[src/rtl/sys_defs.sv]
// Shared system definitions for the processor-to-memory bus: command encoding,
// tag space, block width and the arbiter's state/owner types.
package sys_defs;

    localparam int NUM_MEM_TAGS         = 16;
    localparam int DATA_SIZE            = 64;
    localparam int DEFAULT_STARVE_LIMIT = 4;

    typedef enum logic [1:0] {
        BUS_NONE  = 2'h0,
        BUS_LOAD  = 2'h1,
        BUS_STORE = 2'h2
    } BUS_COMMAND;

    typedef enum logic [1:0] {
        ARB_FREE   = 2'h0,
        ARB_LOCK_D = 2'h1,
        ARB_LOCK_I = 2'h2
    } ARB_STATE;

    typedef enum logic {
        OWN_D = 1'b0,
        OWN_I = 1'b1
    } ARB_OWNER;

endpackage

[src/rtl/mem_bus_arbiter_tag_table.sv]
// Outstanding-load ownership table: one {valid, owner} entry per memory tag,
// steering each returned tag to the requester that issued the load.
module mem_tag_table
    import sys_defs::*;
#(
    parameter int NUM_TAGS = NUM_MEM_TAGS
)(
    input  logic                        clock,
    input  logic                        reset,
    input  logic                        i_setEn,
    input  logic [$clog2(NUM_TAGS)-1:0] i_setTag,
    input  ARB_OWNER                    i_setOwner,
    input  logic [$clog2(NUM_TAGS)-1:0] i_retTag,
    output logic [$clog2(NUM_TAGS)-1:0] o_dTag,
    output logic [$clog2(NUM_TAGS)-1:0] o_iTag,
    output logic                        o_tagErr
);

    logic     r_valid [NUM_TAGS];
    ARB_OWNER r_owner [NUM_TAGS];
    logic     r_tagErr;
    logic     w_retHit;
    logic     w_retMiss;

    assign w_retHit  = (i_retTag != '0) &&  r_valid[i_retTag];
    assign w_retMiss = (i_retTag != '0) && !r_valid[i_retTag];
    assign o_tagErr  = r_tagErr;

    always_comb begin
        o_dTag = '0;
        o_iTag = '0;
        if (!reset && w_retHit) begin
            if (r_owner[i_retTag] == OWN_I) begin
                o_iTag = i_retTag;
            end else begin
                o_dTag = i_retTag;
            end
        end
    end

    // The set is written after the clear so a tag returned and re-issued in the
    // same cycle stays valid under its new owner.
    always_ff @(posedge clock) begin
        if (reset) begin
            for (int k = 0; k < NUM_TAGS; k++) begin
                r_valid[k] <= 1'b0;
                r_owner[k] <= OWN_D;
            end
            r_tagErr <= 1'b0;
        end else begin
            if (w_retHit) begin
                r_valid[i_retTag] <= 1'b0;
            end
            if (w_retMiss) begin
                r_tagErr <= 1'b1;
            end
            if (i_setEn) begin
                r_valid[i_setTag] <= 1'b1;
                r_owner[i_setTag] <= i_setOwner;
            end
        end
    end

endmodule

[src/rtl/mem_bus_arbiter.sv]
// Arbitrates the single memory bus between dcache and icache: dcache priority
// with an icache starvation guard, grant held until memory accepts.
module mem_bus_arbiter
    import sys_defs::*;
#(
    parameter int NUM_TAGS     = NUM_MEM_TAGS,
    parameter int DATA_W       = DATA_SIZE,
    parameter int STARVE_LIMIT = DEFAULT_STARVE_LIMIT
)(
    input  logic                        clock,
    input  logic                        reset,
    input  BUS_COMMAND                  d_command,
    input  logic [31:0]                 d_addr,
    input  logic [DATA_W-1:0]           d_data,
    input  BUS_COMMAND                  i_command,
    input  logic [31:0]                 i_addr,
    output logic [$clog2(NUM_TAGS)-1:0] d_response,
    output logic [$clog2(NUM_TAGS)-1:0] i_response,
    output logic [$clog2(NUM_TAGS)-1:0] d_tag,
    output logic [$clog2(NUM_TAGS)-1:0] i_tag,
    output logic [DATA_W-1:0]           d_mem_data,
    output logic [DATA_W-1:0]           i_mem_data,
    output logic                        d_grant,
    output logic                        i_grant,
    output BUS_COMMAND                  proc2mem_command,
    output logic [31:0]                 proc2mem_addr,
    output logic [DATA_W-1:0]           proc2mem_data,
    input  logic [$clog2(NUM_TAGS)-1:0] mem2proc_response,
    input  logic [$clog2(NUM_TAGS)-1:0] mem2proc_tag,
    input  logic [DATA_W-1:0]           mem2proc_data,
    output logic                        tag_err
);

    localparam int               CNT_W      = $clog2(STARVE_LIMIT + 1);
    localparam logic [CNT_W-1:0] STARVE_MAX = CNT_W'(STARVE_LIMIT);
    localparam logic [CNT_W-1:0] CNT_ONE    = CNT_W'(1);

    ARB_STATE         r_state;
    ARB_STATE         w_nextState;
    logic             w_dWin;
    logic             w_iWin;
    logic             w_accepted;
    logic             w_setEn;
    ARB_OWNER         w_setOwner;
    logic [CNT_W-1:0] r_starveCnt;
    logic [CNT_W-1:0] w_starveNext;

    always_ff @(posedge clock) begin
        if (reset) begin
            r_state <= ARB_FREE;
        end else begin
            r_state <= w_nextState;
        end
    end

    // A locked requester that drops its command forfeits the cycle rather than
    // handing it to the other side.
    always_comb begin
        w_dWin = 1'b0;
        w_iWin = 1'b0;
        if (!reset) begin
            case (r_state)
                ARB_LOCK_D: w_dWin = (d_command != BUS_NONE);
                ARB_LOCK_I: w_iWin = (i_command != BUS_NONE);
                default: begin
                    if (i_command != BUS_NONE && r_starveCnt == STARVE_MAX) begin
                        w_iWin = 1'b1;
                    end else if (d_command != BUS_NONE) begin
                        w_dWin = 1'b1;
                    end else if (i_command != BUS_NONE) begin
                        w_iWin = 1'b1;
                    end
                end
            endcase
        end
        w_accepted  = (w_dWin || w_iWin) && (mem2proc_response != '0);
        w_nextState = ARB_FREE;
        if (w_dWin && !w_accepted) begin
            w_nextState = ARB_LOCK_D;
        end else if (w_iWin && !w_accepted) begin
            w_nextState = ARB_LOCK_I;
        end
    end

    always_comb begin
        proc2mem_command = BUS_NONE;
        proc2mem_addr    = '0;
        proc2mem_data    = '0;
        if (w_dWin) begin
            proc2mem_command = d_command;
            proc2mem_addr    = d_addr;
            proc2mem_data    = d_data;
        end else if (w_iWin) begin
            proc2mem_command = i_command;
            proc2mem_addr    = i_addr;
        end
    end

    assign d_grant    = w_dWin;
    assign i_grant    = w_iWin;
    assign d_response = w_dWin ? mem2proc_response : '0;
    assign i_response = w_iWin ? mem2proc_response : '0;
    assign d_mem_data = mem2proc_data;
    assign i_mem_data = mem2proc_data;

    // A rejected icache winner neither gains nor loses credit while it retries.
    always_comb begin
        w_starveNext = r_starveCnt;
        if (i_command == BUS_NONE || (w_iWin && w_accepted)) begin
            w_starveNext = '0;
        end else if (!w_iWin && r_starveCnt != STARVE_MAX) begin
            w_starveNext = r_starveCnt + CNT_ONE;
        end
    end

    always_ff @(posedge clock) begin
        if (reset) begin
            r_starveCnt <= '0;
        end else begin
            r_starveCnt <= w_starveNext;
        end
    end

    assign w_setEn    = w_accepted && (proc2mem_command == BUS_LOAD);
    assign w_setOwner = w_iWin ? OWN_I : OWN_D;

    mem_tag_table #(
        .NUM_TAGS (NUM_TAGS)
    ) tagTable (
        .clock      (clock),
        .reset      (reset),
        .i_setEn    (w_setEn),
        .i_setTag   (mem2proc_response),
        .i_setOwner (w_setOwner),
        .i_retTag   (mem2proc_tag),
        .o_dTag     (d_tag),
        .o_iTag     (i_tag),
        .o_tagErr   (tag_err)
    );

endmodule

[config.mk]
export PLATFORM = sky130hd
export DESIGN_NAME = mem_bus_arbiter
export DESIGN_NICKNAME = d
export VERILOG_FILES = /design/src/rtl/sys_defs.sv /design/src/rtl/mem_bus_arbiter_tag_table.sv /design/src/rtl/mem_bus_arbiter.sv
export SDC_FILE = /design/constraint.sdc
export NUM_CORES = 1
export LEC_CHECK = 0
export ABC_CLOCK_PERIOD_IN_PS = 3180
export CORE_AREA = 2 2 173 175
export DETAILED_ROUTE_END_ITERATION = 7
export DIE_AREA = 0 0 175 177
export GPL_TIMING_DRIVEN = 0
export SKIP_LAST_GASP = 1
export SYNTH_ARGS = -nofsm -noshare
export SYNTH_HDL_FRONTEND = slang
export SYNTH_SLANG_ARGS = --single-unit
[constraint.sdc]
create_clock -name clock -period 3.18 [get_ports clock]
set_input_delay 0.795 -clock clock [delete_from_list [all_inputs] [get_ports clock]]
set_output_delay 0.795 -clock clock [all_outputs]
set_load 0.02 [all_outputs]
# Word-level counts from Yosys, hierarchy flattened
# Memory sizes are Yosys's and may differ from the RTL's.
# Cells that the tools add are included.
# word_totals
ff_bits	6
latch_bits	0
ramBits	32
mem_bits_ro	0
in_bits	206
output_inout_bits	245
elab_cells	78
memories	2
# classes
n_addsub	1
multipliers	0
n_div	0
order_cmp	0
n_eq_ne	5
shift	0
mux	40
bitwise	0
n_reduce_logical	26
# mem_list
memory	depth	word_bits	rd	rd_ports_with_merged_regs	wr	line_no	rtl
tagTable.r_owner	16	1	1	0	16	mem_bus_arbiter_tag_table.sv:20	ARB_OWNER r_owner [NUM_TAGS];
tagTable.r_valid	16	1	1	0	16	mem_bus_arbiter_tag_table.sv:19	logic r_valid [NUM_TAGS];
# op_table
cell	n
$mux 32	2
$mux 64	1
$mux 4	9
$mux 1	23
$logic_and 1x1->1	10
$reduce_bool 4->1	2
$mux 2	3
$eq 2x1->1 const B	2
$logic_not 1->1	4
$pmux 1 s2	2
$reduce_bool 2->1	2
$reduce_or 2->1	2
$add 3x1->3 const B	1
$eq 3x3->1 const B	1
$ne 3x3->1 const B	1
$reduce_or 1->1	3
$eq 2x2->1 const B	1
$logic_not 2->1	1
$logic_or 1x1->1	2

# Logic depth before layout (Yosys ltp)
# logic_depth
word_depth	15
ltp_mapped	8

# By module
# Synthesis repeated with hierarchy kept, for this count alone.
# unflattened
cells_unflattened	486
area_unflattened_um2	4018.9
# modules_own_cells
mod	n_inst	cells_each	area_per_inst_um2
mem_bus_arbiter	1	290	2209.6
mem_tag_table	1	196	1809.2

# Worst setup path before layout
# Ideal clock, no wire load.
# synth_path
kind	in2out
start	input mem2proc_tag[2]
end	output i_tag[2]
arrival_time_ns	2.275
slack_ns	0.110
stages	5
path_buffers	1
cell_sequence	buf_2 nand2b_1 o32ai_1 o31ai_2 a221oi_1
# synth_between
elab_chain_len	4
word_cells_on_any_way	7
cone_classes	mux: 2; reduce/logical: 3; memory: 2
# synth_lines
item	line_no	rtl
start: declaration	mem_bus_arbiter.sv:29	input logic [$clog2(NUM_TAGS)-1:0] mem2proc_tag,
$mem_v2 16x1 or $reduce_bool 4->1 (tied branches)	--	
$logic_and 1x1->1	mem_bus_arbiter_tag_table.sv:25	assign w_retHit = (i_retTag != '0) && r_valid[i_retTag];
$logic_and 1x1->1	mem_bus_arbiter_tag_table.sv:32	if (!reset && w_retHit) begin
$mux 4 *	mem_bus_arbiter_tag_table.sv:32	
end: declaration	mem_bus_arbiter.sv:20	output logic [$clog2(NUM_TAGS)-1:0] i_tag,
# Every way passes the cells marked *; elsewhere a longest branch is shown, timed or not.

# Worst setup path after layout
# layout_path
start	input mem2proc_tag[0]
end	output i_tag[0]
# Same word-level chain as after synthesis.

==> metrics <==
CTS buffer count 5; WL final 24200 um; cells along the critical path buf_8 -> buf_12 -> buf_4 -> mux2i_2 -> o32ai_4 -> o31ai_4 -> a221oi_2 -> and2_1 -> buf_2; final period utilization 99.4%; gpl congestion 0.789; gr usage total around 14%; row cnt 63; # DRC 0; die height ~180 um; Fin. Hold Viols 0; post-synthesis area per instance 8.05 um2; hold path startpoint tagTable.r_valid[0]; number of port buffers 383; VDD IR-drop max 182 uV; Top FF cell, synth dfxtp_1; Synth async-reset ratio 0%; DIE WIDTH 175 um; Avg WL per Cell 18.5 um; register area share after synthesis 22.4%; Worst setup SP type input port; slew margin rel. a little under three fifths; Ports 451; post-route ant nets 0; Die ar. 31000 um2; Syn Std Cell Area 4110 um2; grt peak-use layer met2; Layout area overhead 108%; core outline area 29200 um2; final period demand of the worst path between 3000 and 4000 ps; H-tree levels 2; largest net degree at the start of global routing 12; critical path type input port to primary output; Worst Slack Setup Final 20.0 ps; RSZ-0062 raised after global routing yes; crit path max-delay cell type o31ai_4; first-pass GRT wire length 33300 um; met1 Usage GRT between 10% and 20%; status completed; power density over the cells 256 nW/um2; worst r2r src r_state[0]; hold_ws approximately 470 ps; Worst Hold Class register to register; CP bufs+invs 4; layout cells sized above 1 ~35%; Worst-Skew Late Latency 280 ps; routed vias/inst 3.93; nets 1125; worst-path fanout max 6; CTS max path bufs 2; Reg clk slew, reported paths 50 ps; Pins Over Slew Limit 0; # hold bufs at CTS 0; Clock Tree Root clkbuf_16; net count of the mapped netlist about 700; TritonCTS clock tree done; met2 layer usage reported by global route 25.9%; #FFs+latches synth 38; post-route cell area between 8000 and 9000 um2; CP Launch Point mem2proc_tag[0]; detailed placer's ending HPWL 20700 um; Fmax achieved 316 MHz; post-synthesis cell count 511; met3 usage between 3 and 4%; Synthesis Warnings 0; Worst Max-Slew Pin Slew between 600 and 700 ps; number of global-route vias before repair between 5000 and 6000; largest stage delay on the critical path 350 ps; post-layout util roughly 29%; critical path endpoint category primary output; post-place instance area about 8400 um2; Critical Path RT roughly 2400 ps; final setup fails 0; largest area contributor in the netlist buf_4; clk sink count 38; share of the synthesized area in the top cell type 23.4%; R2R Setup Slk 660 ps; Layout Skew 5.54 ps; via count 5139; initial antenna violation count 3; synth top area cells buf_4 23%, edfxtp_1 12%, dfxtp_1 11%, and3_1 10%, a22o_1 6.8%; max capacitance violation total 0; grt ovf 0; starting density of the core 14.1%; DP Worst Slack -1330 ps; Synth cell types 49; Worst EP arrival 2370 ps; Tot Pwr 2.19 mW; number of synthesized flops with an enable pin 16; P_leak 3.86 nW; Pre-antenna DRT Iters 4; DR iter-0 viols 207; Worst path top cell family by delay compound AO/OA/AOI/OAI gates
cell usage in the layout (no fill, tap or decap), types with 10 or more instances in the layout:
cell               n
clkdlybuf4s50_1  261
buf_4            152
buf_2             76
and3_1            66
o21ai_0           34
a22o_1            32
nand2_1           28
dfxtp_1           22
nor2_1            17
edfxtp_1          16
clkbuf_2          15
dlygate4sd2_1     13
and2_1            12
clkdlybuf4s15_2   12
buf_6             10
nand3_1           10
o211ai_1          10
cell usage after synthesis (9+ instances only):
library cell and n:
o211ai_1 10, nor2_1 21, inv_1 9, o21ai_0 35
nand3_1 10, buf_2 12, nand2_1 28, edfxtp_1 16
a22o_1 32, and3_1 69, mux2i_1 10, dfxtp_1 22
and2_1 14, buf_4 128, clkbuf_1 20, nor2b_1 9
logic make-up (layout without fill, tap and decap cells):
logic type / after synthesis / count (layout) / synth area share, %
compound gates: 103 / 103 / 18.4
fa+ha+maj: 4 / 4 / 1.22
mux: 17 / 17 / 6.27
buf+inv: 176 / 581 / 28.8
simple gates: 172 / 172 / 22.9
flops: 38 / 38 / 22.4
other cells: 1 / 2 / 0.0912
where the power goes:
group          internal, mW  switching [mW]  total, mW
sequential            0.524         0.00852      0.532
combinational         0.602           0.556       1.16
clock                 0.311           0.190      0.501
state kept, by name, indices dropped and copies added (netlist names):
signal             cells
r_starveCnt            3
r_state                2
tagTable.r_valid      16
tagTable.o_tagErr      1
tagTable.r_owner      16
metal layers:
| metal | up-vias | share of wire, % | wire length, um |
|---|---|---|---|
| met5 | - | 0.054 | 13 |
| met4 | 2 | 1.1 | 274 |
| li1 | 2499 | - | - |
| met1 | 2426 | 41 | 10000 |
| met2 | 198 | 51 | 12500 |
| met3 | 14 | 5.9 | 1420 |
what timing repair did:
action                     CTS  global route
pin swaps                    7            13
resized for setup          500            57
gates cloned                 2             1
setup buffers                5             7
setup endpoints to repair  116           109
worst paths after layout:
check | endpoint | depth (start not counted)
setup / recovery | i_tag[0] | 9
hold / removal | tagTable.r_valid[0] | 1
setup reg to reg | tagTable.r_owner[9] | 9
hold reg to reg | tagTable.r_valid[0] | 1
per-stage QoR:
step	TNS, ps	cells
after CTS	-204	1299
final	0	1307
after detailed placement	-119120	1284
after global placement	-120760	1284
after floorplan	0	511
after global routing	-243	1306
layout make-up:
| class | instances | area [um2] |
|---|---|---|
| clock buffers | 7 | 143 |
| inverters | 10 | 46.3 |
| multi-input cells | 297 | 2170 |
| flip-flops and latches | 38 | 921 |
| repair buffers | 397 | 3540 |
| well taps | 390 | 488 |
| diodes | 1 | 2.50 |
| plain buffers | 166 | 1250 |
| clock inverters | 1 | 5.00 |
| fillers | 3159 | 20700 |
worst reg2reg max path, stage by stage (launching register included):
cell and delay [ps]:
dfxtp_1 340, inv_1 50, ha_2 340, and3_4 240, a211o_4 350, buf_4 150
o21ai_0 160, nand2_1 110, clkbuf_2 220, o21ai_0 250
No activity file was read; power rests on OpenSTA's default activity.
